[config.mk]
export PLATFORM = sky130hd
export DESIGN_NAME = vga_pattern_sel_flat
export DESIGN_NICKNAME = d
export VERILOG_FILES = /design/src/rtl/vga_sel_pkg.sv /design/src/rtl/vga_pattern_sel_if.sv /design/src/rtl/vga_onehot_enc.sv /design/src/rtl/vga_pattern_sel.sv /design/src/flat_wrapper.sv
export SDC_FILE = /design/constraint.sdc
export NUM_CORES = 1
export LEC_CHECK = 0
export ABC_AREA = 1
export CAP_MARGIN = 20
export CORE_MARGIN = 2
export CORE_UTILIZATION = 30
export DETAILED_ROUTE_END_ITERATION = 8
export GPL_TIMING_DRIVEN = 0
export MAX_ROUTING_LAYER = met4
export SETUP_SLACK_MARGIN = 0.4
export SLEW_MARGIN = 20
export SYNTH_ARGS = -nofsm -noshare
export SYNTH_HDL_FRONTEND = slang
export SYNTH_SLANG_ARGS = --single-unit
[constraint.sdc]
create_clock -name clk -period 2.8 [get_ports clk]
set_input_delay 0.42 -clock clk [delete_from_list [all_inputs] [get_ports clk]]
set_output_delay 0.42 -clock clk [all_outputs]
set_load 0.01 [all_outputs]
[src/rtl/vga_sel_pkg.sv]
// vga_sel_pkg: shared types and constants for the VGA pattern selector
package vga_sel_pkg;
  localparam int IDX_W = 4;
  localparam logic [63:0] BLACK = '0;
  typedef enum logic [1:0] {SHOW, PEND, BLANK} state_t;
endpackage

[src/rtl/vga_pattern_sel_if.sv]
// vga_pattern_sel_if: pixel, request and output signals of the pattern selector
interface vga_pattern_sel_if #(
  parameter int NUM_SRC = 6,
  parameter int DATA_W = 16,
  parameter int XW = 10,
  parameter int YW = 10
);
  logic [XW-1:0] pix_x;
  logic [YW-1:0] pix_y;
  logic pix_valid;
  logic [NUM_SRC-1:0] sel_onehot;
  logic [NUM_SRC*DATA_W-1:0] src_data;
  logic auto_en;
  logic [DATA_W-1:0] pix_data;
  logic [vga_sel_pkg::IDX_W-1:0] cur_idx;
  logic sel_err;
  modport master (
    output pix_x, pix_y, pix_valid, sel_onehot, src_data, auto_en,
    input pix_data, cur_idx, sel_err
  );
  modport slave (
    input pix_x, pix_y, pix_valid, sel_onehot, src_data, auto_en,
    output pix_data, cur_idx, sel_err
  );
endinterface

[src/rtl/vga_onehot_enc.sv]
// vga_onehot_enc: one-hot to index encoder; ok for exactly one bit, multi for more
module vga_onehot_enc
  import vga_sel_pkg::*;
#(
  parameter int N = 6
) (
  input  logic [N-1:0]     onehot,
  output logic [IDX_W-1:0] idx,
  output logic             ok,
  output logic             multi
);
  always_comb begin
    idx = '0;
    for (int i = N - 1; i >= 0; i--) if (onehot[i]) idx = IDX_W'(i);
    ok = $countones(onehot) == 1;
    multi = $countones(onehot) > 1;
  end
endmodule

[src/rtl/vga_pattern_sel.sv]
// vga_pattern_sel: frame-synchronous N-source pattern mux with auto-cycle.
// Define VGA_PATTERN_SEL_BLANK_EN to insert one black frame on every source change.
module vga_pattern_sel
  import vga_sel_pkg::*;
#(
  parameter int NUM_SRC = 6,
  parameter int DATA_W = 16,
  parameter int XW = 10,
  parameter int YW = 10,
  parameter int AUTO_FRAMES = 60,
  parameter int DEFAULT_IDX = 0
) (
  input logic clk,
  input logic rst,
  vga_pattern_sel_if.slave bus
);
  localparam int CW = $clog2(AUTO_FRAMES) + 1;
  state_t state_q, state_d;
  logic [IDX_W-1:0] cur_idx_q, pend_idx_q, req_idx, npidx, eff_idx, nxt_idx, auto_idx;
  logic pend_q, pend_d, req_ok, req_multi, fs, npend, sw, auto_step, blank;
  logic [CW-1:0] cnt_q, cnt_d;
  logic [DATA_W-1:0] pix_d;
  vga_onehot_enc #(.N(NUM_SRC)) u_enc (
    .onehot(bus.sel_onehot),
    .idx(req_idx),
    .ok(req_ok),
    .multi(req_multi)
  );
  assign fs = bus.pix_valid && bus.pix_x == XW'(0) && bus.pix_y == YW'(0);
  // A request landing on the frame-start cycle itself is honoured at that same boundary
  always_comb begin
    npend = req_ok ? (req_idx != cur_idx_q) : pend_q;
    npidx = req_ok ? req_idx : pend_idx_q;
    sw = fs && npend;
    pend_d = sw ? 1'b0 : npend;
    auto_idx = (cur_idx_q == IDX_W'(NUM_SRC - 1)) ? '0 : cur_idx_q + 1'b1;
    auto_step = fs && !npend && bus.auto_en && state_q != BLANK && cnt_q == CW'(AUTO_FRAMES - 1);
    eff_idx = sw ? npidx : cur_idx_q;
    nxt_idx = sw ? npidx : auto_step ? auto_idx : cur_idx_q;
    cnt_d = (!bus.auto_en || sw || auto_step || (fs && state_q == BLANK)) ? '0 :
            fs ? cnt_q + 1'b1 : cnt_q;
`ifdef VGA_PATTERN_SEL_BLANK_EN
    state_d = (sw || auto_step || (state_q == BLANK && !fs)) ? BLANK : pend_d ? PEND : SHOW;
    blank = state_d == BLANK;
`else
    state_d = pend_d ? PEND : SHOW;
    blank = 1'b0;
`endif
    pix_d = (bus.pix_valid && !blank) ? bus.src_data[eff_idx*DATA_W +: DATA_W] : DATA_W'(BLACK);
  end
  always_ff @(posedge clk or posedge rst) begin
    if (rst) state_q <= SHOW;
    else state_q <= state_d;
  end
  always_ff @(posedge clk or posedge rst) begin
    if (rst) begin
      cur_idx_q <= IDX_W'(DEFAULT_IDX);
      pend_idx_q <= '0;
      pend_q <= 1'b0;
      cnt_q <= '0;
      bus.pix_data <= DATA_W'(BLACK);
      bus.sel_err <= 1'b0;
    end else begin
      cur_idx_q <= nxt_idx;
      pend_idx_q <= npidx;
      pend_q <= pend_d;
      cnt_q <= cnt_d;
      bus.pix_data <= pix_d;
      bus.sel_err <= req_multi;
    end
  end
  assign bus.cur_idx = cur_idx_q;
endmodule
[src/flat_wrapper.sv]
// flat-port wrapper written by rule: the top's interface ports become plain ports
module vga_pattern_sel_flat import vga_sel_pkg::*;
#(
  parameter int NUM_SRC = 6,
  parameter int DATA_W = 16,
  parameter int XW = 10,
  parameter int YW = 10,
  parameter int AUTO_FRAMES = 60,
  parameter int DEFAULT_IDX = 0
)
  (clk, rst, bus_pix_x, bus_pix_y, bus_pix_valid, bus_sel_onehot, bus_src_data, bus_auto_en, bus_pix_data, bus_cur_idx, bus_sel_err);
  vga_pattern_sel_if #(.NUM_SRC(NUM_SRC), .DATA_W(DATA_W), .XW(XW), .YW(YW)) bus_i ();
  input logic clk;
  input logic rst;
  input wire logic [$bits(bus_i.pix_x)-1:0] bus_pix_x;
  input wire logic [$bits(bus_i.pix_y)-1:0] bus_pix_y;
  input wire logic [$bits(bus_i.pix_valid)-1:0] bus_pix_valid;
  input wire logic [$bits(bus_i.sel_onehot)-1:0] bus_sel_onehot;
  input wire logic [$bits(bus_i.src_data)-1:0] bus_src_data;
  input wire logic [$bits(bus_i.auto_en)-1:0] bus_auto_en;
  output wire logic [$bits(bus_i.pix_data)-1:0] bus_pix_data;
  output wire logic [$bits(bus_i.cur_idx)-1:0] bus_cur_idx;
  output wire logic [$bits(bus_i.sel_err)-1:0] bus_sel_err;
  assign bus_i.pix_x = bus_pix_x;
  assign bus_i.pix_y = bus_pix_y;
  assign bus_i.pix_valid = bus_pix_valid;
  assign bus_i.sel_onehot = bus_sel_onehot;
  assign bus_i.src_data = bus_src_data;
  assign bus_i.auto_en = bus_auto_en;
  assign bus_pix_data = bus_i.pix_data;
  assign bus_cur_idx = bus_i.cur_idx;
  assign bus_sel_err = bus_i.sel_err;
  vga_pattern_sel #(.NUM_SRC(NUM_SRC), .DATA_W(DATA_W), .XW(XW), .YW(YW), .AUTO_FRAMES(AUTO_FRAMES), .DEFAULT_IDX(DEFAULT_IDX)) u_core (.clk(clk), .rst(rst), .bus(bus_i));
endmodule
==> results of run 1 <==
## area by class of cell
cell class,instances,area [um2],area share
buffer,23,224.0,0.04287
timing repair buffer,172,1747,0.3344
tap,111,138.9,0.02659
multi-input combinational,332,1934,0.3703
clock inverter,3,65.06,0.01246
inverter,52,220.2,0.04216
clock buffer,5,68.82,0.01317
sequential,33,825.8,0.1581
## critical path: cells and delay by family
kind	cells	cell delay, ps
fa+ha+maj	4	1630
simple gates	10	1110
buf+inv	5	440
compound gates	1	160
## what timing repair did
action / 4_1_cts / 5_1_grt
gates resized for setup: 70 / 56
setup endpoints to repair: 33 / 33
pin swaps: 31 / 11
setup buffers: 18 / 5
gates cloned: 3 / 0
## power by group through the flow
| stage | Sequential, mW | Combinational (mW) | Clock [mW] |
|---|---|---|---|
| 2_1_floorplan | 0.515 | 0.142 | 0 |
| 6_report | 0.503 | 0.452 | 0.538 |
| 4_1_cts | 0.502 | 0.413 | 0.550 |
| 3_5_place_dp | 0.512 | 0.366 | 0 |
| 5_1_grt | 0.504 | 0.486 | 0.571 |
| 3_3_place_gp | 0.512 | 0.363 | 0 |
## stage by stage
step,setup WS [ps],hold WS [ps],setup TNS (ps),util
3_3_place_gp,-1728,449.6,-44650,0.4876
5_1_grt,-974.8,481.2,-22240,0.5707
6_report,-810.6,476.6,-17850,0.5707
4_1_cts,-806.0,458.0,-16640,0.5444
3_5_place_dp,-1779,450.9,-46300,0.4876
2_1_floorplan,-724.9,426.9,-16500,-
## synth_stat cells (2+ instances only)
cell type | number | share of area
nand3_1 | 90 | 0.16
nand3b_1 | 16 | 0.043
xnor2_1 | 3 | 0.0094
o311ai_0 | 2 | 0.0063
clkbuf_1 | 5 | 0.0067
inv_2 | 4 | 0.0054
ha_1 | 2 | 0.0089
fa_1 | 3 | 0.021
nor2_1 | 44 | 0.059
nand4_1 | 7 | 0.016
a21oi_1 | 19 | 0.034
o21ai_0 | 6 | 0.011
nor3_1 | 2 | 0.0036
xor2_1 | 2 | 0.0063
nor4_1 | 2 | 0.0045
buf_2 | 14 | 0.025
nand2_2 | 4 | 0.0089
nand2_1 | 121 | 0.16
dfrtp_1 | 33 | 0.30
buf_4 | 3 | 0.0080
inv_1 | 48 | 0.064
## layer usage
layer / vias up / share of wire / track usage
li1: 1781 / - / -
met1: 1679 / 0.42 / 0.2588
met2: 136 / 0.50 / 0.3748
met3: 12 / 0.065 / 0.03814
met4: 0 / 0.016 / 0.06217
met5: - / 0 / -
## flip-flops by register name (all words and copies together), names as in the netlist
name	cells
u_core.bus.cur_idx	4
u_core.pend_q	1
u_core.pend_idx_q	4
u_core.bus.pix_data	16
u_core.bus.sel_err	1
u_core.cnt_q	7
## cells by family after synthesis
family,after synthesis
fa+ha+maj,5
compound gates,30
xor+xnor,5
buf+inv,75
simple gates,292
flops,33
## worst min-delay path by stage
| stage | startpoint | end | slack [ps] |
|---|---|---|---|
| after detailed placement | u_core.pend_idx_q[3]$_DFF_PP0_ | u_core.pend_idx_q[3]$_DFF_PP0_ | 450 |
| after CTS | bus_sel_onehot[1] | u_core.pend_idx_q[1]$_DFF_PP0_ | 460 |
| final | bus_sel_onehot[1] | u_core.pend_idx_q[2]$_DFF_PP0_ | 480 |
| after global placement | u_core.pend_idx_q[3]$_DFF_PP0_ | u_core.pend_idx_q[3]$_DFF_PP0_ | 450 |
| after floorplan | u_core.pend_idx_q[3]$_DFF_PP0_ | u_core.pend_idx_q[3]$_DFF_PP0_ | 430 |
| after global routing | bus_sel_onehot[1] | u_core.pend_idx_q[1]$_DFF_PP0_ | 480 |
==> impl_metrics.py, run 1 <==
metrics = {
    "clocking": {
        "cts.htree.levels": 2,
        "numCtsBuffers": 5,
        "holdBufCountCts": 0,
        "root_buffer": "clkbuf_8",
        "cts.sinks": 33,
        "ctsLongestPathBuffers": 2,
        "cts.clk_slew.worst_paths_ps": 70,
        "cts_tree": "done",
        "clkLatencyLatePin_ps": 290,
    },
    "placed_design": {
        "portBuffers": 146,
        "placed_cells": 697,
        "gp_congestion": 0.8708,
        "dp_hpwl_um": 8103,
        "dpl_cell_area_um2": 4463,
    },
    "timing": {
        "period_share": 1.289,
        "fmax_ghz": 0.2770,
        "fin_skew_ps": 11.51,
        "hold_violations": 0,
        "worst_slew_pin_slew_ps": 716.0,
        "worst_slack_ps": -810.6,
        "post-route-min-period_ps": 3611,
        "slew_viol_final": 0,
        "rsz0062_at_grt": "yes",
        "max-slew-margin-rel": 0.5220,
        "setup_viol": 27,
    },
    "setup_path": {
        "cp.required_ps": 2970,
        "path_cells": "buf_8 -> inv_4 -> fa_1 -> fa_1 -> inv_1 -> ha_2 -> fa_1 -> nand3b_4 -> nor2_2 -> nand3_1 -> nor2_2 -> nand2_2 -> nand4_1 -> nand2_2 -> buf_6 -> buf_8 -> nand2_2 -> nand3_2 -> a21oi_2 -> nor2_1",
        "worstSetupStartpointType": "primary input",
        "path_class": "in2reg",
        "slowest_stage": "fa_1",
        "rr_startpoint": "u_core.bus.cur_idx[2]$_DFFE_PP0P_",
        "reg2reg_depth": 12,
        "reg2reg_to": "u_core.bus.pix_data[2]$_DFF_PP0_",
        "endpoint": "u_core.bus.pix_data[2]$_DFF_PP0_",
        "crit_start": "bus_sel_onehot[0]",
        "end_kind": "flip-flop",
        "cp.arrival_ps": 3780,
        "path_max_fanout": 6,
        "cp_slowest_stage_delay_ps": 520,
        "r2r_slack_ps": 620,
    },
    "power_and_ir_drop": {
        "sequentialPowerShare": 0.337,
        "p_comb_frac": 0.303,
        "clkPwrFrac": 0.360,
        "switching_share": 0.2416,
        "p_sw_mw": 0.3609,
        "p_leak_nw": 2.275,
        "p_int_mw": 1.133,
        "ir_drop_v": 0.0002766,
        "power_density_nw_per_um2": 285.9,
        "power_mw": 1.493,
    },
    "floorplanning": {
        "initial_core_util": 0.3057,
        "rows": 35,
        "chipHeight_um": 100.6,
        "die_w_um": 100.6,
        "core_area_um2": 9153,
        "die-area_um2": 10110,
        "ioPinCount": 147,
    },
    "routing": {
        "num_vias": 3608,
        "postRouteAntennaNets": 0,
        "drt_wl_total_um": 11060,
        "avgRoutedWirePerCell_um": 15.13,
        "drc_errors": 0,
        "first_pass_iters": 4,
        "first_iter_violations": 100,
        "viasPerCell": 4.936,
    },
    "yosys": {
        "synth_warnings": 0,
        "synth.area.mux_share": 0,
        "synthXorXnorAreaFrac": 0.01565,
        "ys.flop_type": "dfrtp_1",
        "synth_edf_count": 0,
        "syn_nets": 571,
        "postSynthAreaPerCell_um2": 6.358,
        "synth-simple-area-share": 0.4839,
        "synthArstFlopShare": 1.000,
        "seq_area_frac_synth": 0.2952,
        "synth_top_family_by_area": "simple AND/OR/NAND/NOR gates",
        "synth_compound_area_frac": 0.06127,
        "ys_ff_latch": 33,
        "syn-cell-area_um2": 2798,
        "netlist_instances": 440,
        "synthAdderAreaFrac": 0.03041,
        "synth_cell_types": 31,
    },
    "cells_and_area": {
        "mostFrequentLayoutCells": "clkdlybuf4s50_1 (143), nand2_1 (106), nand3_1 (83), inv_1 (43), nor2_1 (35)",
        "nets": 750,
        "final_cell_area_um2": 5224,
        "diodes": 0,
        "fillCellCount": 845,
        "final_common_cell": "clkdlybuf4s50_1",
        "drive_above_1_share": 0.2113,
        "instances_no_fill": 731,
        "areaGrowthSynthToFinish_pct": 86.72,
    },
    "grt": {
        "grt_max_degree": 34,
        "antenna_found_initial": 0,
        "track_usage": 0.2167,
        "grt_pass1_vias": 3522,
        "grt-ovfl-total": 0,
        "grt_pass1_wl_um": 16750,
    },
    "job": {
        "cap_violations": 0,
    },
    "min_path": {
        "min_path_type": "in2reg",
        "worstHoldPathCells": 4,
    },
    "outcome": {
        "status": "complete, but fails checks",
        "violations": "negative setup slack",
    },
}
Power figures use the tool's default switching activity.
==> run 2: changes to the inputs <==
--- a/config.mk
+++ b/config.mk
@@ -11,6 +11,7 @@
 export CORE_UTILIZATION = 30
 export DETAILED_ROUTE_END_ITERATION = 8
 export GPL_TIMING_DRIVEN = 0
+export HOLD_SLACK_MARGIN = 0.06
 export MAX_ROUTING_LAYER = met4
 export SETUP_SLACK_MARGIN = 0.4
 export SLEW_MARGIN = 20
==> results of run 2 <==
Final layout, timing and power as in run 1 (identical DEF).
==> run 3: changes to the inputs <==
--- a/config.mk
+++ b/config.mk
@@ -7,6 +7,7 @@
 export LEC_CHECK = 0
 export ABC_AREA = 1
 export CAP_MARGIN = 20
+export CORE_ASPECT_RATIO = 0.75
 export CORE_MARGIN = 2
 export CORE_UTILIZATION = 30
 export DETAILED_ROUTE_END_ITERATION = 8
==> run 3 against run 2 <==
The flow still finishes with violations (negative setup slack); via count increased by 1.1%; power increased by 5.6%; utilization increased by 3.8 points; fmax decreased by 2.6%; clock-buffer cell count up 2; largest cell class is now multi-input combinational cells; highest routed layer unchanged.
==> impl_metrics.py, run 3 (synthesis results as in run 1) <==
metrics = {
    "floorplanning": {
        "die_w_um": 115.5,
        "initial_core_util": 0.3093,
        "die-area_um2": 10120,
        "rows": 30,
        "core_area_um2": 9046,
        "chipHeight_um": 87.63,
        "ioPinCount": 147,
    },
    "grt": {
        "antenna_found_initial": 0,
        "busiest_layer": "met2",
        "grt_pass1_wl_um": 17440,
        "grt_max_degree": 34,
        "met3_usage": 0.02837,
        "grt-ovfl-total": 0,
        "met1_usage": 0.3071,
        "track_usage": 0.2258,
        "gr-usage-met2": 0.3557,
        "grt_pass1_vias": 3542,
    },
    "timing": {
        "slew_viol_final": 0,
        "period_share": 1.324,
        "fin_skew_ps": 8.750,
        "post-route-min-period_ps": 3708,
        "worst_slew_pin_slew_ps": 740.5,
        "setup_viol": 28,
        "fmax_ghz": 0.2697,
        "worst_slack_ps": -908.1,
        "hold_violations": 0,
        "rsz0062_at_grt": "yes",
        "max-slew-margin-rel": 0.5056,
    },
    "clocking": {
        "root_buffer": "clkbuf_16",
        "cts.clk_slew.worst_paths_ps": 50,
        "cts_tree": "done",
        "cts.htree.levels": 2,
        "numCtsBuffers": 5,
        "cts.sinks": 33,
        "ctsLongestPathBuffers": 2,
        "clkLatencyLatePin_ps": 280,
    },
    "setup_path": {
        "path_max_fanout": 7,
        "slowest_stage": "fa_1",
        "path_cells": "buf_8 -> inv_4 -> fa_1 -> fa_1 -> inv_2 -> ha_4 -> fa_1 -> nand3b_4 -> nor2_2 -> nand3_1 -> nor2_1 -> nand2_2 -> nand4_1 -> nand2_2 -> buf_12 -> buf_8 -> nand2_1 -> nand3_2 -> a21oi_2 -> nor2_1",
        "worstSetupStartpointType": "primary input",
        "cp_common_cell": "fa_1",
        "cp.required_ps": 2960,
        "path_class": "in2reg",
        "cp.arrival_ps": 3870,
        "cp_slowest_stage_delay_ps": 520,
        "end_kind": "flip-flop",
        "reg2reg_depth": 14,
    },
    "outcome": {
        "status": "complete, but fails checks",
        "violations": "negative setup slack",
    },
    "power_and_ir_drop": {
        "power_mw": 1.577,
        "power_density_nw_per_um2": 286.1,
        "p_leak_nw": 2.429,
        "ir_drop_v": 0.0002538,
    },
    "cells_and_area": {
        "nets": 752,
        "largest_reg_flops": 16,
        "areaGrowthSynthToFinish_pct": 96.96,
        "largest-register": "u_core.bus.pix_data",
        "diodes": 0,
        "mostFrequentLayoutCells": "clkdlybuf4s50_1 (143), nand2_1 (84), nand3_1 (62), inv_1 (41), nor2_1 (35)",
        "drive_above_1_share": 0.2926,
        "final_common_cell": "clkdlybuf4s50_1",
        "reg_top3": "u_core.bus.pix_data x16, u_core.cnt_q x7",
    },
    "routing": {
        "avgRoutedWirePerCell_um": 15.57,
        "drc_errors": 0,
        "drt_wl_total_um": 11680,
        "num_vias": 3646,
        "first_pass_iters": 4,
        "viasPerCell": 4.861,
        "postRouteAntennaNets": 0,
        "first_iter_violations": 185,
    },
    "job": {
        "cap_violations": 0,
    },
    "placed_design": {
        "dp_hpwl_um": 8549,
        "gp_congestion": 0.8564,
        "post-place-ws_ps": -1821,
        "portBuffers": 146,
    },
    "min_path": {
        "min_path_type": "reg2reg",
        "worstHoldPathCells": 2,
    },
}
## run 3: cell count changes in the layout (fill, tap and decap cells not counted), moves of 4 or more
cell and change:
nand2_1 -22, nand3_2 +22, nand3_1 -21, nand2_2 +19, clkbuf_16 +6, a21oi_1 -5, a21oi_2 +5, clkbuf_8 -5
buf_4 -4
## run 3: through the flow
step           setup TNS (ps)  cell area (um2)  std cells    util  hold WS, ps
3_5_place_dp           -47050             4484        714  0.4957        468.7
5_1_grt                -23850             5510        750  0.6091        480.4
4_1_cts                -17570             5220        746  0.5770        476.2
2_1_floorplan          -16500             2863        440       -        426.9
3_3_place_gp           -44910             4484        714  0.4957        467.1
6_report               -19760             5510        750  0.6091        474.5
## run 3: critical path: cells and delay by family
kind                       cells  cell delay, ps
adders and majority gates      4            1620
AOI/OAI and AO/OA              1             180
and+or+nand+nor               10            1180
buffers and inverters          5             460
## run 3: layout make-up
cell class | count | area [um2]
buffer | 23 | 231.5
clock buffer | 7 | 152.6
clock inverter | 1 | 5.005
fill | 828 | 3536
inverter | 52 | 217.7
multi-input combinational | 333 | 2135
sequential | 33 | 825.8
tap | 128 | 160.2
timing repair buffer | 173 | 1783
## run 3: power by group
part / internal (mW) / total [mW] / switching (mW)
clock network: 0.377 / 0.591 / 0.214
logic: 0.289 / 0.482 / 0.193
registers: 0.498 / 0.504 / 0.00573
## run 3: path summary, 6_finish.rpt
check / from / slack, ps / end
worst min-delay path: u_core.pend_idx_q[3]$_DFF_PP0_ / 470 / u_core.pend_idx_q[3]$_DFF_PP0_
worst max register to register: u_core.bus.cur_idx[2]$_DFFE_PP0P_ / 540 / u_core.bus.pix_data[4]$_DFF_PP0_
worst min register to register: u_core.pend_idx_q[3]$_DFF_PP0_ / 470 / u_core.pend_idx_q[3]$_DFF_PP0_
worst max-delay path: bus_sel_onehot[1] / -910 / u_core.bus.pix_data[1]$_DFF_PP0_
max in group asynchronous: rst / 1740 / u_core.bus.pix_data[0]$_DFF_PP0_
min in group asynchronous: rst / 590 / u_core.bus.pix_data[10]$_DFF_PP0_
## run 3: what timing repair did
item	in CTS	in global routing
buffers inserted	21	3
pin swaps	40	49
gates cloned	3	1
hold buffers	0	0
setup endpoints to repair	33	33
gates resized for setup	120	61
## run 3: routing by layer
| layer | vias up | wire [um] |
|---|---|---|
| li1 | 1792 | - |
| met1 | 1710 | 5359 |
| met2 | 124 | 5519 |
| met3 | 20 | 533 |
| met4 | 0 | 264 |
| met5 | - | 0 |
==> RTL change 1, RTL diff (settings of run 2) <==
`IDX_W`: 4 -> 3.
--- a/src/rtl/vga_sel_pkg.sv
+++ b/src/rtl/vga_sel_pkg.sv
@@ -1,6 +1,6 @@
 // vga_sel_pkg: shared types and constants for the VGA pattern selector
 package vga_sel_pkg;
-  localparam int IDX_W = 4;
+  localparam int IDX_W = 3;
   localparam logic [63:0] BLACK = '0;
   typedef enum logic [1:0] {SHOW, PEND, BLANK} state_t;
 endpackage
Interface: changed (resized bus_cur_idx); port bits go from 147 to 146. No check against the original RTL was run, so the function may have changed too.
==> RTL change 1 against run 2 <==
The flow still finishes with violations (negative setup slack). Register-to-register slack gained 60 ps. Design area grew 1.4%. Total power shrank 5.5%. Global-route usage grew 0.73 points. Wire length shrank 2.2%. Core utilization grew 0.81 points. Sequential cell count shrank 2. First-iteration DRC count grew 43%. Sequential power shrank 5.4%. Setup slack gained 26 ps. Area after synthesis shrank 0.18%. Critical endpoint is now u_core.bus.pix_data[7]. Largest power group is now sequential cells. Highest routed layer unchanged.
==> RTL change 1: results (changes against run 2) <==
outcome:
  status: "complete, but fails checks"
  violations: "negative setup slack"
synth:
  synthDistinctLibCells: 34  # +9.7%
  netlist_top_cells_area: "dfrtp_1 28%, nand3_1 19%, nand2_1 15%"
  synthXorXnorAreaFrac: 0.0125  # -0.00311
  synth_commonest_cells: "113 x nand2_1, 104 x nand3_1, 61 x inv_1"
  synth_compound_area_frac: 0.0524  # -0.00885
  yosysSeqAreaShare: 0.278  # -0.0174
  synth_fa_ha_area_frac: 0.0305  # +0.0000545
  async_flop_share: 1.00  # unchanged
global_route:
  grt.met3_usage: 0.0472  # +0.00902
  grt_usage: 0.224  # +0.00735
  grt_max_degree: 32  # -5.9%
  use_met2: 0.380  # +0.00516
  grt_first_pass_wirelength_microns: 17400  # +3.7%
  met1_usage: 0.273  # +0.0142
  grt_pass1_vias: 3618  # +2.7%
route:
  met1Wirelength_microns: 4520  # -2.4%
  drt_iter0_markers: 143  # +43%
  first_pass_iters: 5  # +1
  wl_met2_microns: 5490  # -0.62%
  routedWlPerCell_microns: 14.8  # -2.1%
  vias: 3474  # -3.7%
  totalWireLength_microns: 10800  # -2.2%
  drc_errors: 0  # unchanged
  route.met3.wl_microns: 595  # -17%
critical_path:
  max_stage_delay_ps: 550  # +30 ps
  crit_family: "adder cells"
  path_max_fanout: 5  # -1
placement:
  post-place-ws_ps: -1610  # +164 ps
  place_congestion: 0.934  # +7.2%
  numPortBuffers: 144  # -1.4%
  dpl.hpwl_microns: 8270  # +2.0%
  placed_cells: 695  # -0.29%
cells_and_area:
  num-nets-final: 749  # -0.13%
  num-fill-cells: 847  # +0.24%
  drive_gt1_frac: 0.241  # +0.0294
cts:
  cts-root-buf: "clkbuf_8"
  clock_latency_ps: 300
  htreeDepth: 2  # unchanged
  cts_inserted_buffers: 5  # unchanged
power_and_ir_drop:
  power_leakage_nw: 2.41  # +5.9%
  ir_drop_mv: 0.180  # -35%
timing:
  tightest_slew_ps: 699  # -16.7 ps
  setup_viol: 29  # +7.4%
  tns_ps: -18390  # -542 ps
  clock_skew_ps: 17.9  # +6.37 ps
  worst_slack_ps: -785  # +25.7 ps
-- RTL change 1: worst paths after layout --
path / start / endpoint / slack, ps / cells past startpoint
min in group asynchronous: rst / u_core.cnt_q[1] / 550 / 2
setup / recovery: bus_sel_onehot[1] / u_core.bus.pix_data[7] / -780 / 20
hold / removal: bus_pix_valid / u_core.bus.pix_data[4] / 400 / 3
max in group asynchronous: rst / u_core.cnt_q[3] / 1790 / 2
setup reg to reg: u_core.bus.cur_idx[0] / u_core.bus.pix_data[7] / 680 / 10
hold reg to reg: u_core.pend_idx_q[2] / u_core.pend_idx_q[2] / 490 / 2
-- RTL change 1: logic make-up after synthesis --
family,after synthesis
adders and majority gates,5
DFF,31
buffers and inverters,86
AOI/OAI and AO/OA,28
and+or+nand+nor,286
xor gates and xnor gates,4
-- RTL change 1: timing repair --
action	in CTS	in global routing
resized for setup	83	65
hold buffers	0	0
pin swaps	29	41
setup buffers	17	6
gates cloned	2	2
endpoints found under the setup margin	31	30
-- RTL change 1: stage by stage --
stage,util,area [sq um]
finish,0.579,5300
global route,0.579,5300
CTS,0.539,4940
detailed placement,0.481,4400
global placement,0.481,4400
floorplan,-,2820
-- RTL change 1: power breakdown --
| part | internal, mW | total [mW] | switching (mW) |
|---|---|---|---|
| logic | 0.287 | 0.475 | 0.187 |
| clock network | 0.265 | 0.460 | 0.195 |
| registers | 0.467 | 0.476 | 0.00951 |
| total | 1.02 | 1.41 | 0.392 |
-- RTL change 1: area by class of cell --
cell class / instances / area share
Sequential cell: 31 / 0.146
Clock inverter: 3 / 0.00827
Buffer: 22 / 0.0446
Multi-Input combinational cell: 323 / 0.389
Timing Repair Buffer: 171 / 0.323
Tap cell: 111 / 0.0262
Clock buffer: 5 / 0.0130
Inverter: 64 / 0.0496
==> RTL change 2, RTL diff (settings of run 2) <==
Made on the original files. Compare `cnt_q` against `CW'(AUTO_FRAMES - 1)` with >= in place of ==.
--- a/src/rtl/vga_pattern_sel.sv
+++ b/src/rtl/vga_pattern_sel.sv
@@ -34,7 +34,7 @@
     sw = fs && npend;
     pend_d = sw ? 1'b0 : npend;
     auto_idx = (cur_idx_q == IDX_W'(NUM_SRC - 1)) ? '0 : cur_idx_q + 1'b1;
-    auto_step = fs && !npend && bus.auto_en && state_q != BLANK && cnt_q == CW'(AUTO_FRAMES - 1);
+    auto_step = fs && !npend && bus.auto_en && state_q != BLANK && cnt_q >= CW'(AUTO_FRAMES - 1);
     eff_idx = sw ? npidx : cur_idx_q;
     nxt_idx = sw ? npidx : auto_step ? auto_idx : cur_idx_q;
     cnt_d = (!bus.auto_en || sw || auto_step || (fs && state_q == BLANK)) ? '0 :
Function: no difference found for any inputs over 10 cycles, from zero or initial values and one cycle with rst high; that may be too few to reach the edited logic, so the function may still have changed.
==> RTL change 2 against run 2 <==
Synthesized cell count up 5.0%. Critical endpoint is now u_core.bus.pix_data[3]. Sequential cell count unchanged. Largest cell class unchanged. Clock skew shrank 7.7 ps. Critical path type unchanged. Area after synthesis grew 5.5%. Wire length rose by 0.80%. Design area up 4.9%. Global-route usage about the same. Total power grew 1.7%. First-iteration DRC count grew 6.0%. The flow still finishes with violations (negative setup slack). Setup slack better by 150 ps.
==> RTL change 2: results (changes against run 2) <==
outcome:
  status: "complete, but fails checks"
  violations: "negative setup slack"
power_and_ir_drop:
  p_sw_frac: 0.256  # +0.0141
  pwr-share-clk: 0.361  # about the same
  p_total_mw: 1.52  # +1.7%
cells_and_area:
  nNonClkBuffers: 199  # +2.1%
  sh_seq_area: 0.151  # -0.00740
  multi_input_area_sq_um: 2050  # +5.8%
  inv_count: 64  # +23%
  drive_gt1_frac: 0.234  # +0.0225
  nMultiInputCombCells: 342  # +3.0%
  num-nets-final: 776  # +3.5%
  syn_to_final_growth_pct: 85.8
  seq_cell_count: 33  # unchanged
placement:
  post-place-ws_ps: -1700  # +76.5 ps
  dpl.hpwl_microns: 8420  # +4.0%
  place_area_sq_um: 4670  # +4.6%
  placed_cells: 741  # +6.3%
route:
  drt-vias-per-instance: 4.74  # -4.0%
  drt_iter0_markers: 106  # +6.0%
critical_path:
  worstPathArrival_ps: 3650  # -130 ps
  r2r_slack_ps: 750  # +130 ps
  path_max_fanout: 8  # +2
  rr_endpoint: "u_core.bus.pix_data[9]"
synth:
  synth_compound_area_frac: 0.0632  # +0.00192
  synth_fa_ha_area_frac: 0.0288  # -0.00157
  synthesis.nets: 593  # +3.9%
  synthDistinctLibCells: 34  # +9.7%
  synthXorXnorAreaFrac: 0.00891  # -0.00675
global_route:
  grt_first_pass_wirelength_microns: 17500  # +4.3%
  grt_usage: 0.217  # about the same
  grt_pass1_vias: 3763  # +6.8%
timing:
  relSlewSlack: 0.522  # about the same
  whs_ps: 479  # +2.10 ps
  setup_viol: 27  # unchanged
  worst_slack_ps: -665  # +146 ps
  tns_ps: -14280  # +3560 ps
min_path:
  holdCritStartpoint: "bus_sel_onehot[3]"
## RTL change 2: cell types whose count changed in the layout (fill, tap and decap cells not counted), sizes merged, moves of 2 or more
cell and change:
inv +13, nand3 +7, nand4 +6, nor2 -5, buf +4, o211ai +3, nor3 +2, o311ai -2
or2 +2, xnor2 -2
## RTL change 2: cell families (layout without fill, tap and decap cells)
kind of cell | after synthesis | in the layout
and+or+nand+nor | 302 | 302
adders and majority gates | 5 | 5
AOI/OAI and AO/OA | 32 | 32
xor gates and xnor gates | 3 | 3
buffers and inverters | 87 | 271
DFF | 33 | 33
## RTL change 2: per-layer routing
layer / track usage / vias up / share of wire
met3: 0.0302 / 19 / 0.047
li1: - / 1863 / -
met4: 0.0698 / 0 / 0.025
met5: - / - / 0
met2: 0.392 / 127 / 0.52
met1: 0.247 / 1683 / 0.41
## RTL change 2: what timing repair did
item | CTS | global route
setup buffers | 23 | 4
pin swaps | 29 | 19
resized for setup | 93 | 36
setup endpoints to repair | 32 | 32
gates cloned | 3 | 0
